<file path="src/rtl/dtc_pkg.sv">
// Shared constants for the quarter-cycle pulse generator: FSM encodings,
// quarters per clk100 cycle and the tick-count width helper.
package dtc_pkg;

  localparam int QUARTERS = 4;

  localparam logic [1:0] S_IDLE  = 2'd0;
  localparam logic [1:0] S_ARMED = 2'd1;
  localparam logic [1:0] S_RUN   = 2'd2;

  // One extra bit over the delay so that delay + width never wraps.
  function automatic int tick_w(input int delay_w);
    return delay_w + 1;
  endfunction

endpackage

</file>
<file path="src/rtl/dtc_window_mask.sv">
// Quarter-tick window mask: bit i is set when tick base+i lies inside [d, e).
module dtc_window_mask
  import dtc_pkg::*;
#(
  parameter int BW = 15
) (
  input  logic [BW-1:0]       base,
  input  logic [BW-1:0]       d,
  input  logic [BW-1:0]       e,
  output logic [QUARTERS-1:0] mask
);

  always_comb begin
    mask = '0;
    for (int i = 0; i < QUARTERS; i++) begin
      mask[i] = ((base + BW'(i)) >= d) && ((base + BW'(i)) < e);
    end
  end

endmodule

</file>
<file path="src/rtl/dtc_pulse_gen.sv">
// Digital-to-time converter: emits one pulse of programmed width at a programmed
// quarter-cycle delay after evt. Define DTC_REARM_EN for periodic re-arming.
module dtc_pulse_gen
  import dtc_pkg::*;
#(
  parameter int DELAY_W = 12,
  parameter int WIDTH_W = 8
) (
  input  logic               clk100,
  input  logic               rst_n,
  input  logic               cmd_valid,
  output logic               cmd_ready,
  input  logic [DELAY_W-1:0] cmd_delay,
  input  logic [WIDTH_W-1:0] cmd_width,
  input  logic               evt,
  input  logic               abort,
  output logic [3:0]         ser_word,
  output logic               busy,
  output logic               done
);

  localparam int TW = tick_w(DELAY_W);
  localparam int BW = TW + 2;

  logic [1:0]          state;
  logic [DELAY_W-1:0]  d_q;
  logic [TW-1:0]       e_q;
  logic [TW-1:0]       n_q;
  logic [TW-1:0]       e_next;
  logic [BW-1:0]       base;
  logic                last_win;
  logic [QUARTERS-1:0] mask;

  function automatic logic [TW-1:0] sat_inc(input logic [TW-1:0] v);
    return (&v) ? v : v + TW'(1);
  endfunction

  assign e_next    = TW'(cmd_delay) + TW'(cmd_width);
  assign base      = {n_q, 2'b00};
  assign last_win  = (base + BW'(QUARTERS)) >= BW'(e_q);
  assign cmd_ready = (state == S_IDLE);

  dtc_window_mask #(
    .BW (BW)
  ) u_mask (
    .base (base),
    .d    (BW'(d_q)),
    .e    (BW'(e_q)),
    .mask (mask)
  );

  // Window n mask is registered, so it appears one edge after it is computed.
  always_ff @(posedge clk100 or negedge rst_n) begin
    if (!rst_n) begin
      state    <= S_IDLE;
      d_q      <= '0;
      e_q      <= '0;
      n_q      <= '0;
      ser_word <= '0;
      done     <= 1'b0;
      busy     <= 1'b0;
    end else if (abort) begin
      state    <= S_IDLE;
      n_q      <= '0;
      ser_word <= '0;
      done     <= 1'b0;
      busy     <= 1'b0;
    end else begin
      ser_word <= '0;
      done     <= 1'b0;
      case (state)
        S_IDLE: begin
          if (cmd_valid) begin
            d_q   <= cmd_delay;
            e_q   <= e_next;
            state <= S_ARMED;
            busy  <= 1'b1;
          end
        end
        S_ARMED: begin
          if (evt) begin
            state <= S_RUN;
            n_q   <= '0;
          end
        end
        S_RUN: begin
          ser_word <= mask;
          if (last_win) begin
            done <= 1'b1;
`ifdef DTC_REARM_EN
            state <= S_ARMED;
`else
            state <= S_IDLE;
            busy  <= 1'b0;
`endif
          end else begin
            n_q <= sat_inc(n_q);
          end
        end
        default: begin
          state <= S_IDLE;
          busy  <= 1'b0;
        end
      endcase
    end
  end

endmodule
</file>
<file path="config.mk">
export PLATFORM = sky130hd
export DESIGN_NAME = dtc_pulse_gen
export DESIGN_NICKNAME = d
export VERILOG_FILES = /design/src/rtl/dtc_pkg.sv /design/src/rtl/dtc_window_mask.sv /design/src/rtl/dtc_pulse_gen.sv
export SDC_FILE = /design/constraint.sdc
export NUM_CORES = 1
export LEC_CHECK = 0
export CELL_PAD_IN_SITES_DETAIL_PLACEMENT = 0
export CELL_PAD_IN_SITES_GLOBAL_PLACEMENT = 2
export CORE_MARGIN = 2
export CORE_UTILIZATION = 41
export CTS_BUF_LIST = sky130_fd_sc_hd__clkbuf_8
export DETAILED_ROUTE_END_ITERATION = 6
export PLACE_DENSITY = 0.88
export RECOVER_POWER = 50
export SKIP_CTS_REPAIR_TIMING = 1
export SYNTH_ARGS = -nofsm -noshare
export SYNTH_HDL_FRONTEND = slang
export SYNTH_SLANG_ARGS = --single-unit
</file>
<file path="constraint.sdc">
create_clock -name clk100 -period 9 [get_ports clk100]
set_input_delay 1.35 -clock clk100 [delete_from_list [all_inputs] [get_ports clk100]]
set_output_delay 1.35 -clock clk100 [all_outputs]
set_load 0.02 [all_outputs]
</file>
==> reports/metrics.yaml <==
status:
  status: "finished with violations"
  failed_checks: "max-capacitance violations, max-slew violations"
detailed_routing:
  viasPerCell: 5.277
  drt-initial-drc-count: 108
  detail-route-antenna-nets: 0
  drc: 0
  num_vias: 2512
  drt_wl_total_um: 6955
  dr.pass1.iters: 4
  wl_per_cell_um: 14.61
placed_design:
  place_area_um2: 3659
  port_buffers: 31
  post-place-ws_ns: 5.455
  post-dp-hpwl_um: 5402
  gp_congestion: 0.8310
global_route:
  antenna_found_initial: 0
  grt_pass1_wl_um: 12080
  grt.overflow.total: 0
  grt_pass1_vias: 2537
  track_usage: 0.1752
  grt_max_degree: 47
cells_and_area:
  diodes: 0
  nFillCells: 748
  final_cell_area_um2: 3746
  area_delta_synth_final_pct: 15.15
  drive_gt1_frac: 0.08824
  num-nets-final: 442
  fin_util: 0.4873
synth:
  ys_top_cells_by_area: "dfrtp_1 35%, ha_1 17%, mux2_2 4.2%"
  ys_ff_latch: 46
  yosysTopAreaCell: "dfrtp_1"
  syn-num-nets: 409
  synth_commonest_cells: "46 x dfrtp_1, 43 x ha_1, 35 x nand2_1"
  synth.most_common_cell: "dfrtp_1"
  async_reset_ff_frac: 1.000
  ys_types: 57
  synth-edff-count: 0
  syn_avg_cell_area_um2: 9.568
  synth_cells: 340
  synth_area_um2: 3253
  yosysTopAreaCellShare: 0.3538
  yosysWarnings: 0
  synth_ff_type: "dfrtp_1"
  ys_seq_area_frac: 0.3538
pwr:
  p_seq_frac: 0.467
  p_int_uw: 367.5
  power_density_nw_per_um2: 146.6
  p_sw_frac: 0.3311
  irDropWorstVdd_mv: 0.07203
  clkPwrFrac: 0.246
  power_frac_comb: 0.287
  switching_power_uw: 181.9
  p_leak_uw: 0.001829
clock_tree:
  cts_tree: "done"
  cts_inserted_buffers: 5
  clock_latency_ns: 0.30
  clk_pin_slew_ns: 0.09
  htree_levels: 2
  cts_sinks: 46
  root_buffer: "clkbuf_8"
  clockBufferDepth: 2
setup_path:
  crit_arrival_ns: 3.78
  path_class: "input port to register"
  cp-end-kind: "register"
  critPathMaxFanout: 40
  required_ns: 9.19
  start_kind: "input port"
  rrSetupSlack_ns: 5.64
die:
  initial_core_util: 0.4232
  design.core.area_um2: 7687
  die_y_um: 93.08
  rows: 32
  ios: 32
  dieArea_um2: 8663
  fp.dieW_um: 93.08
sta:
  fmax_mhz: 278.6
  final-hold-violation-count: 0
  final.setup_skew_ns: 0.005538
  finalSetupTns_ns: 0
  rsz0062_at_grt: "no"
  worst-slew-pin-transition_ns: 2.540
  slew_headroom: -0.6930
  fin_crit_ns: 3.589
  final-setup-viol-count: 0
  period_share: 0.3988
  slew_violations: 88
  layout_setup_ws_ns: 5.411
flow_run:
  maxCapViolations: 2
min_path:
  worstHoldPathType: "register to register"
[cell type report]
class	count	area [um^2]	area share
multi-input combinational	259	1954	0.5217
sequential	46	1151	0.3073
inverter	28	105.1	0.02806
clock buffer	6	82.58	0.02204
clock inverter	2	12.51	0.003340
timing repair buffer	33	312.8	0.08350
tap	102	127.6	0.03407
[routing by layer]
| metal | part of all wire | global-route usage |
|---|---|---|
| met1 | 0.51 | 0.2577 |
| met2 | 0.44 | 0.2754 |
| met3 | 0.036 | 0.02337 |
| met4 | 0.0058 | 0.03799 |
| met5 | 0 | 0 |
[power by group through the flow]
| stage | Sequential [uW] | Clock (uW) | Combinational [uW] |
|---|---|---|---|
| floorplan | 253 | 0 | 113 |
| global placement | 259 | 0 | 157 |
| detailed placement | 261 | 0 | 158 |
| CTS | 257 | 140 | 159 |
| global route | 262 | 149 | 182 |
| finish | 257 | 135 | 158 |
[placed cells by master (no fill, tap or decap), types with 2 or more instances in the layout]
master / synthesis / routed
ha_1: 43 / 43
o211ai_1: 2 / 2
or3_1: 2 / 2
a21oi_1: 11 / 11
a21o_1: 12 / 12
nand2b_1: 7 / 7
o21ai_0: 25 / 25
and3_1: 3 / 3
xnor2_1: 8 / 8
a221oi_1: 4 / 4
clkbuf_8: 0 / 6
and4_1: 4 / 4
or2_2: 4 / 4
a22o_1: 4 / 4
a41oi_1: 2 / 2
clkbuf_1: 2 / 2
nor3_1: 5 / 5
xor2_1: 6 / 6
clkdlybuf4s50_1: 0 / 28
mux2_2: 12 / 12
nand3_1: 7 / 7
nor4_1: 3 / 3
dlygate4sd3_1: 0 / 2
inv_1: 28 / 28
nand4_1: 6 / 6
nand2_1: 35 / 35
a32o_1: 4 / 4
and2_1: 3 / 3
a211oi_1: 2 / 2
nor2_1: 16 / 16
a32o_2: 3 / 3
dfrtp_1: 46 / 46
o21bai_1: 3 / 3
[per-stage QoR]
step	power [uW]	std cells	hold slack [ns]
3_3_place_gp	415.5	468	0.4617
4_1_cts	556.3	476	0.4921
3_5_place_dp	419.0	468	0.4713
5_1_grt	592.8	476	0.5169
6_report	549.3	476	0.4869
2_1_floorplan	366.7	340	0.4498
[registers in the layout, indices dropped and copies added, names as in the netlist]
register and flops:
busy 1, done 1, state 2, ser_word 4, d_q 12, e_q 13, n_q 13
[critical path, cell delays in order]
cell and delay, ns:
dlygate4sd3_1 0.58, nor2_1 0.09, nand3b_1 0.09, clkbuf_1 1.16, nor2_1 0.17, a32o_1 0.32
[cell families (layout without fill, tap and decap cells)]
family | count (synthesis) | in the layout | synth area share
fa+ha+maj | 44 | 44 | 0.1715
compound gates | 83 | 83 | 0.1777
buf+inv | 35 | 69 | 0.04538
flops | 46 | 46 | 0.3538
xor+xnor | 14 | 14 | 0.03769
simple gates | 106 | 106 | 0.1723
mux | 12 | 12 | 0.04154
[path summary, 6_finish.rpt]
check | from | end | depth (start not counted)
min reg2reg | e_q[7] | e_q[7] | 2
min | e_q[7] | e_q[7] | 2
max reg2reg | n_q[0] | busy | 12
max in group asynchronous | rst_n | d_q[3] | 2
min in group asynchronous | rst_n | ser_word[3] | 2
max | abort | e_q[12] | 6
Note: power is estimated with default switching activity, not from simulation.
